[config.mk]
export PLATFORM = sky130hd
export DESIGN_NAME = apb_slave_regfile_flat
export DESIGN_NICKNAME = d
export VERILOG_FILES = /design/src/rtl/apb_pkg.sv /design/src/rtl/apb_slave_regfile_if.sv /design/src/rtl/apb_regbank.sv /design/src/rtl/apb_slave_regfile.sv /design/src/flat_wrapper.sv
export SDC_FILE = /design/constraint.sdc
export NUM_CORES = 1
export LEC_CHECK = 0
export CAP_MARGIN = 20
export CORE_AREA = 2 2 202 244
export CTS_CLUSTER_DIAMETER = 120
export CTS_CLUSTER_SIZE = 24
export DETAILED_ROUTE_END_ITERATION = 10
export DIE_AREA = 0 0 204 246
export GPL_TIMING_DRIVEN = 1
export PLACE_DENSITY_LB_ADDON = 0.1
export SETUP_SLACK_MARGIN = 0.02
export SLEW_MARGIN = 5
export SYNTH_ARGS = -nofsm -noshare
export SYNTH_HDL_FRONTEND = slang
export SYNTH_SLANG_ARGS = --single-unit
[constraint.sdc]
create_clock -name HCLK -period 19.5 [get_ports HCLK]
set_clock_uncertainty 0.2 [all_clocks]
set_input_delay 3.9 -clock HCLK [delete_from_list [all_inputs] [get_ports HCLK]]
set_output_delay 3.9 -clock HCLK [all_outputs]
set_load 0.05 [all_outputs]
[src/rtl/apb_pkg.sv]
// Shared APB types and constants for the register-file completer.
package apb_pkg;

    localparam int unsigned APB_ADDR_W = 32;
    localparam int unsigned APB_DATA_W = 32;
    localparam int unsigned IDX_W      = 4;
    localparam int unsigned CNT_W      = 4;
    localparam logic [APB_DATA_W-1:0] DEFAULT_ID = 32'hA5B0_0001;

    typedef enum logic {IDLE, ACCESS} state_e;

    typedef enum logic [2:0] {
        ERR_NONE   = 3'd0,
        ERR_WINDOW = 3'd1,
        ERR_ALIGN  = 3'd2,
        ERR_RANGE  = 3'd3,
        ERR_RO     = 3'd4
    } err_cause_e;

    typedef struct packed {
        logic                  write;
        logic [IDX_W-1:0]      idx;
        logic [APB_DATA_W-1:0] wdata;
        err_cause_e            cause;
    } req_t;

    // Classify an access; the first failing rule wins so the cause is unambiguous.
    function automatic err_cause_e decode_err(
        input logic [APB_ADDR_W-1:0] addr,
        input logic                  write,
        input logic [25:0]           base_hi,
        input int unsigned           num_regs
    );
        logic [IDX_W-1:0] idx;
        idx = addr[5:2];
        if (addr[31:6] != base_hi)                  return ERR_WINDOW;
        if (addr[1:0] != 2'b00)                     return ERR_ALIGN;
        if (32'(idx) >= num_regs)                   return ERR_RANGE;
        if (write && (32'(idx) == num_regs - 1))    return ERR_RO;
        return ERR_NONE;
    endfunction

endpackage

[src/rtl/apb_slave_regfile_if.sv]
// APB bus bundle between the bridge (master) and a completer (slave).
interface apb_slave_regfile_if;
    import apb_pkg::*;

    logic                  PSEL;
    logic                  PENABLE;
    logic                  PWRITE;
    logic [APB_ADDR_W-1:0] PADDR;
    logic [APB_DATA_W-1:0] PWDATA;
    logic [APB_DATA_W-1:0] PRDATA;
    logic                  PREADY;
    logic                  PSLVERR;

    modport master (
        output PSEL, PENABLE, PWRITE, PADDR, PWDATA,
        input  PRDATA, PREADY, PSLVERR
    );

    modport slave (
        input  PSEL, PENABLE, PWRITE, PADDR, PWDATA,
        output PRDATA, PREADY, PSLVERR
    );
endinterface

[src/rtl/apb_regbank.sv]
// Word register array with a synchronous write port and a read-only ID slot at the top index.
module apb_regbank
    import apb_pkg::*;
#(
    parameter int unsigned           NUM_REGS = 16,
    parameter logic [APB_DATA_W-1:0] ID_VALUE = DEFAULT_ID
) (
    input  logic                  clk,
    input  logic                  rst,
    input  logic                  we,
    input  logic [IDX_W-1:0]      widx,
    input  logic [APB_DATA_W-1:0] wdata,
    input  logic [IDX_W-1:0]      ridx,
    output logic [APB_DATA_W-1:0] rdata_c
);

    logic [APB_DATA_W-1:0] regs [NUM_REGS];

    always_ff @(posedge clk or posedge rst) begin
        if (rst) begin
            for (int i = 0; i < int'(NUM_REGS); i++) regs[i] <= '0;
        end else if (we && (32'(widx) < NUM_REGS - 1)) begin
            regs[widx] <= wdata;
        end
    end

    always_comb begin
        rdata_c = '0;
        if (32'(ridx) == NUM_REGS - 1)  rdata_c = ID_VALUE;
        else if (32'(ridx) < NUM_REGS)  rdata_c = regs[ridx];
    end

endmodule

[src/rtl/apb_slave_regfile.sv]
// APB completer: setup-phase latch, programmable wait states, error response, and a register bank.
module apb_slave_regfile
    import apb_pkg::*;
#(
    parameter logic [APB_ADDR_W-1:0] BASE_ADDR   = 32'h8000_0000,
    parameter int unsigned           NUM_REGS    = 16,
    parameter int unsigned           WAIT_STATES = 1,
    parameter logic [APB_DATA_W-1:0] ID_VALUE    = DEFAULT_ID
) (
    input logic                HCLK,
    input logic                HRESET,
    apb_slave_regfile_if.slave bus
);

    state_e                state, state_nx;
    logic [CNT_W-1:0]      cnt, cnt_nx;
    req_t                  req, req_nx;
    logic                  ready_nx, slverr_nx;
    logic [APB_DATA_W-1:0] rdata_nx;
    logic                  we_c;
    logic [IDX_W-1:0]      ridx_c;
    logic [APB_DATA_W-1:0] bank_rdata_c;
    err_cause_e            cause_c;

    apb_regbank #(
        .NUM_REGS (NUM_REGS),
        .ID_VALUE (ID_VALUE)
    ) u_bank (
        .clk     (HCLK),
        .rst     (HRESET),
        .we      (we_c),
        .widx    (req.idx),
        .wdata   (req.wdata),
        .ridx    (ridx_c),
        .rdata_c (bank_rdata_c)
    );

    always_ff @(posedge HCLK or posedge HRESET) begin
        if (HRESET) begin
            state       <= IDLE;
            cnt         <= '0;
            req         <= '0;
            bus.PREADY  <= 1'b0;
            bus.PSLVERR <= 1'b0;
            bus.PRDATA  <= '0;
        end else begin
            state       <= state_nx;
            cnt         <= cnt_nx;
            req         <= req_nx;
            bus.PREADY  <= ready_nx;
            bus.PSLVERR <= slverr_nx;
            bus.PRDATA  <= rdata_nx;
        end
    end

    always_comb begin
        state_nx  = state;
        cnt_nx    = cnt;
        req_nx    = req;
        ready_nx  = bus.PREADY;
        slverr_nx = bus.PSLVERR;
        rdata_nx  = bus.PRDATA;
        we_c      = 1'b0;
        ridx_c    = req.idx;
        cause_c   = decode_err(bus.PADDR, bus.PWRITE, BASE_ADDR[31:6], NUM_REGS);

        unique case (state)
            IDLE: begin
                // With zero wait states the response is launched straight from the setup phase.
                ridx_c    = bus.PADDR[5:2];
                ready_nx  = 1'b0;
                slverr_nx = 1'b0;
                rdata_nx  = '0;
                if (bus.PSEL && !bus.PENABLE) begin
                    req_nx.write = bus.PWRITE;
                    req_nx.idx   = bus.PADDR[5:2];
                    req_nx.wdata = bus.PWDATA;
                    req_nx.cause = cause_c;
                    state_nx     = ACCESS;
                    if (WAIT_STATES == 0) begin
                        ready_nx  = 1'b1;
                        slverr_nx = (cause_c != ERR_NONE);
                        rdata_nx  = (!bus.PWRITE && cause_c == ERR_NONE) ? bank_rdata_c : '0;
                    end else begin
                        cnt_nx = CNT_W'(WAIT_STATES - 1);
                    end
                end
            end
            ACCESS: begin
                if (!bus.PSEL) begin
                    state_nx  = IDLE;
                    cnt_nx    = '0;
                    ready_nx  = 1'b0;
                    slverr_nx = 1'b0;
                    rdata_nx  = '0;
                end else if (bus.PREADY) begin
                    if (bus.PENABLE) begin
                        we_c      = req.write && (req.cause == ERR_NONE);
                        state_nx  = IDLE;
                        ready_nx  = 1'b0;
                        slverr_nx = 1'b0;
                        rdata_nx  = '0;
                    end
                end else if (cnt != '0) begin
                    cnt_nx = cnt - 1'b1;
                end else begin
                    ready_nx  = 1'b1;
                    slverr_nx = (req.cause != ERR_NONE);
                    rdata_nx  = (!req.write && req.cause == ERR_NONE) ? bank_rdata_c : '0;
                end
            end
            default: state_nx = IDLE;
        endcase
    end

endmodule

[src/flat_wrapper.sv]
// flat-port wrapper written by rule: the top's interface ports become plain ports
module apb_slave_regfile_flat import apb_pkg::*;
#(
    parameter logic [APB_ADDR_W-1:0] BASE_ADDR   = 32'h8000_0000,
    parameter int unsigned           NUM_REGS    = 16,
    parameter int unsigned           WAIT_STATES = 1,
    parameter logic [APB_DATA_W-1:0] ID_VALUE    = DEFAULT_ID
)
  (HCLK, HRESET, bus_PSEL, bus_PENABLE, bus_PWRITE, bus_PADDR, bus_PWDATA, bus_PRDATA, bus_PREADY, bus_PSLVERR);
  apb_slave_regfile_if bus_i ();
  input logic HCLK;
  input logic HRESET;
  input wire logic [$bits(bus_i.PSEL)-1:0] bus_PSEL;
  input wire logic [$bits(bus_i.PENABLE)-1:0] bus_PENABLE;
  input wire logic [$bits(bus_i.PWRITE)-1:0] bus_PWRITE;
  input wire logic [$bits(bus_i.PADDR)-1:0] bus_PADDR;
  input wire logic [$bits(bus_i.PWDATA)-1:0] bus_PWDATA;
  output wire logic [$bits(bus_i.PRDATA)-1:0] bus_PRDATA;
  output wire logic [$bits(bus_i.PREADY)-1:0] bus_PREADY;
  output wire logic [$bits(bus_i.PSLVERR)-1:0] bus_PSLVERR;
  assign bus_i.PSEL = bus_PSEL;
  assign bus_i.PENABLE = bus_PENABLE;
  assign bus_i.PWRITE = bus_PWRITE;
  assign bus_i.PADDR = bus_PADDR;
  assign bus_i.PWDATA = bus_PWDATA;
  assign bus_PRDATA = bus_i.PRDATA;
  assign bus_PREADY = bus_i.PREADY;
  assign bus_PSLVERR = bus_i.PSLVERR;
  apb_slave_regfile #(.BASE_ADDR(BASE_ADDR), .NUM_REGS(NUM_REGS), .WAIT_STATES(WAIT_STATES), .ID_VALUE(ID_VALUE)) u_core (.HCLK(HCLK), .HRESET(HRESET), .bus(bus_i));
endmodule
==> impl_metrics.env <==
export IMPL_outcome="complete, no violations"
export IMPL_drt_total_wl_mm=64.1
export IMPL_num_nets_final=2050
export IMPL_dr_pass1_iters=5
export IMPL_die_w_um=204
export IMPL_wire_per_inst_um=24.6
export IMPL_htree_levels=1
export IMPL_ctsResizeCount=0
export IMPL_ys_ff_latch=583
export IMPL_tightestPinTransition_ns=1.07
export IMPL_fin_tns_setup_ns=0
export IMPL_p_comb_share_pct=9.5
export IMPL_seq_power_share_pct=60.3
export IMPL_peakVddDrop_mv=0.0802
export IMPL_synth_top_cell_by_area="dfrtp_1"
export IMPL_power_internal_mw=1.56
export IMPL_postCtsSetupBuffers=0
export IMPL_grt_max_degree=197
export IMPL_cts_buffer_depth=3
export IMPL_holdWs_ns=0.185
export IMPL_ys_flop_type="dfrtp_1"
export IMPL_cp_arrival_ns=7.09
export IMPL_max_freq_mhz=147
export IMPL_clock_sinks=583
export IMPL_antenna_found_initial=0
export IMPL_worst_slack_ns=12.69
export IMPL_period_share_pct=34.9
export IMPL_die_y_um=246
export IMPL_layout_common_cells="dfrtp_1, mux2_2, nand2_1"
export IMPL_critPathSlowestCell="buf_4"
export IMPL_cts_hold_buf=0
export IMPL_max_slew_margin_pct=28.6
export IMPL_maxCapViolCount=0
export IMPL_p_switching_mw=0.573
export IMPL_cp_required_ns=19.78
export IMPL_finalSetupViolations=0
export IMPL_dpl_instance_area_mm2=0.0274
export IMPL_synthTopCellsByArea="dfrtp_1, mux2_2, nand2_1"
export IMPL_synth_edf_count=0
export IMPL_drc=0
export IMPL_synth_area_mm2=0.0261
export IMPL_slew_viol_final=0
export IMPL_initial_core_util_pct=54.6
export IMPL_clk_latency_ns=0.60
export IMPL_worstPathCellList="clkdlybuf4s50_1 -> mux2i_4 -> buf_4 -> buf_4 -> mux4_2 -> a22o_1 -> nor4_1 -> o21ai_1"
export IMPL_num_vias=15712
export IMPL_critPathBufInv=3
export IMPL_leakagePower_nw=13.6
export IMPL_p_clk_share_pct=30.3
export IMPL_clk_pin_slew_ns=0.10
export IMPL_first_global_vias=16360
export IMPL_ios=103
export IMPL_cp_start_kind="input port"
export IMPL_switching_share_pct=26.9
export IMPL_cp_slowest_stage_delay_ns=0.74
export IMPL_synth_cell_types=61
export IMPL_cts_inserted_buffers=28
export IMPL_worstPathMaxFanout=53
export IMPL_rows=88
export IMPL_place_ws_ns=12.05
export IMPL_drt_iter0_drc=1033
export IMPL_grt_usage_pct=26.1
export IMPL_grt_pass1_wl_mm=99.4
export IMPL_hold_viol=0
export IMPL_cts_root_buf="clkbuf_16"
export IMPL_r2r_cells=8
export IMPL_end_kind="flop"
export IMPL_syn_inst=1985
export IMPL_area_growth_syn_to_layout_pct=7.97
export IMPL_dp_hpwl_mm=34.4
export IMPL_synth_fp_nets=2056
export IMPL_async_flop_share_pct=100
export IMPL_grt_overflow=0
export IMPL_yosysTopAreaCellShare_pct=55.9
export IMPL_cp_common_cell="buf_4"
export IMPL_drt_antenna_violating_nets=0
export IMPL_fin_crit_ns=6.81
export IMPL_path_class="in2reg"
export IMPL_crit_family="buffers and inverters"
export IMPL_core_area_mm2=0.0478
export IMPL_diodes=0
export IMPL_dieArea_mm2=0.0502
export IMPL_ys_seq_area_share_pct=55.9
export IMPL_powerDensity_mw_per_mm2=75.6
export IMPL_port_buffers=102
export IMPL_yosys_warnings=0
export IMPL_crit_cells=8
export IMPL_fin_area_mm2=0.0282
export IMPL_layout_drive_gt1_share_pct=30.9
export IMPL_vias_per_cell=6.02
export IMPL_final_core_util_pct=59.0
export IMPL_gp_congestion=0.772
export IMPL_avgSynthCellArea_um2=13.1
export IMPL_fillers=3876
export IMPL_cts_tree="yes"
export IMPL_hp_class="reg2reg"
export IMPL_grt_setup_unrepaired="false"
export IMPL_min_path_cells=0
export IMPL_final_common_cell="dfrtp_1"
[registers in the layout, indices dropped and copies added (netlist names)]
signal,cells
u_core.u_bank.regs,504
u_core.req,40
u_core.bus.PRDATA,32
u_core.cnt,4
u_core.bus.PREADY,1
u_core.bus.PSLVERR,1
u_core.state,1
[cell type report]
| class | instances | area (um^2) | area share, % |
|---|---|---|---|
| sequential | 583 | 14600 | 51.8 |
| multi-input combinational | 1216 | 10700 | 37.9 |
| timing repair buffer | 140 | 1340 | 4.77 |
| tap | 630 | 788 | 2.80 |
| clock buffer | 29 | 726 | 2.58 |
| inverter | 10 | 41.3 | 0.147 |
| clock inverter | 1 | 20.0 | 0.0711 |
[worst register-to-register path, cell delays in order, from the launching register on]
cell and delay [ns]:
dfrtp_1 0.42, buf_4 0.34, mux2_4 0.55, buf_4 0.50
nand3_1 0.26, buf_4 0.45, o22ai_1 0.21, nor4_1 0.32
o21ai_1 0.10
[synthesized netlist by cell type, drive strengths merged, types with 2 or more instances]
cell	number
a211o	2
a21oi	55
a22o	24
a31oi	6
a32oi	3
and2	2
and3	3
and4	2
buf	88
clkbuf	88
dfrtp	583
ha	2
inv	10
mux2	483
mux2i	105
mux4	49
nand2	280
nand2b	5
nand3	15
nand4	7
nor2	25
nor3	4
nor4	29
o211ai	9
o21a	2
o21ai	43
o21bai	2
o221ai	3
o22ai	28
o31a	2
o31ai	7
o41ai	2
or3	3
xor2	2
[power groups by stage]
stage	logic [mW]	registers [mW]	clock network, mW
finish	0.202	1.28	0.645
global route	0.219	1.29	0.710
CTS	0.205	1.28	0.664
detailed placement	0.205	1.31	0
global placement	0.201	1.31	0
floorplan	0.161	1.27	0
[through the flow]
step / std cells / power [mW]
CTS: 2609 / 2.15
detailed placement: 2579 / 1.51
finish: 2609 / 2.13
global placement: 2579 / 1.51
global route: 2609 / 2.22
floorplan: 1985 / 1.43
[cell families (layout without fill, tap and decap cells)]
kind of cell    Yosys count  count (layout)  synth area share, %
compound gates          193             193                 4.66
xor+xnor                  2               2               0.0671
fa+ha+maj                 2               2               0.0959
buf+inv                 186             180                 3.57
flops                   583             583                 55.9
mux                     637             637                 29.3
simple gates            382             382                 6.38
[final timing paths]
path	start	endpoint	slack, ns
min	u_core.u_bank.regs[15]	u_core.u_bank.regs[15]	0.18
min reg2reg	u_core.u_bank.regs[15]	u_core.u_bank.regs[15]	0.18
max in group asynchronous	HRESET	u_core.u_bank.regs[79]	12.93
min in group asynchronous	HRESET	u_core.u_bank.regs[264]	3.75
max	bus_PADDR[2]	u_core.bus.PRDATA[10]	12.69
max reg2reg	u_core.state	u_core.bus.PRDATA[25]	16.00
[layer usage]
layer	up-vias	wire (um)	global-route usage, %
met2	288	32400	45.0
li1	6992	-	-
met1	8352	28300	36.3
met5	-	0	0
met3	80	2210	2.06
met4	0	1150	5.80
No activity file was read; power rests on OpenSTA's default activity.
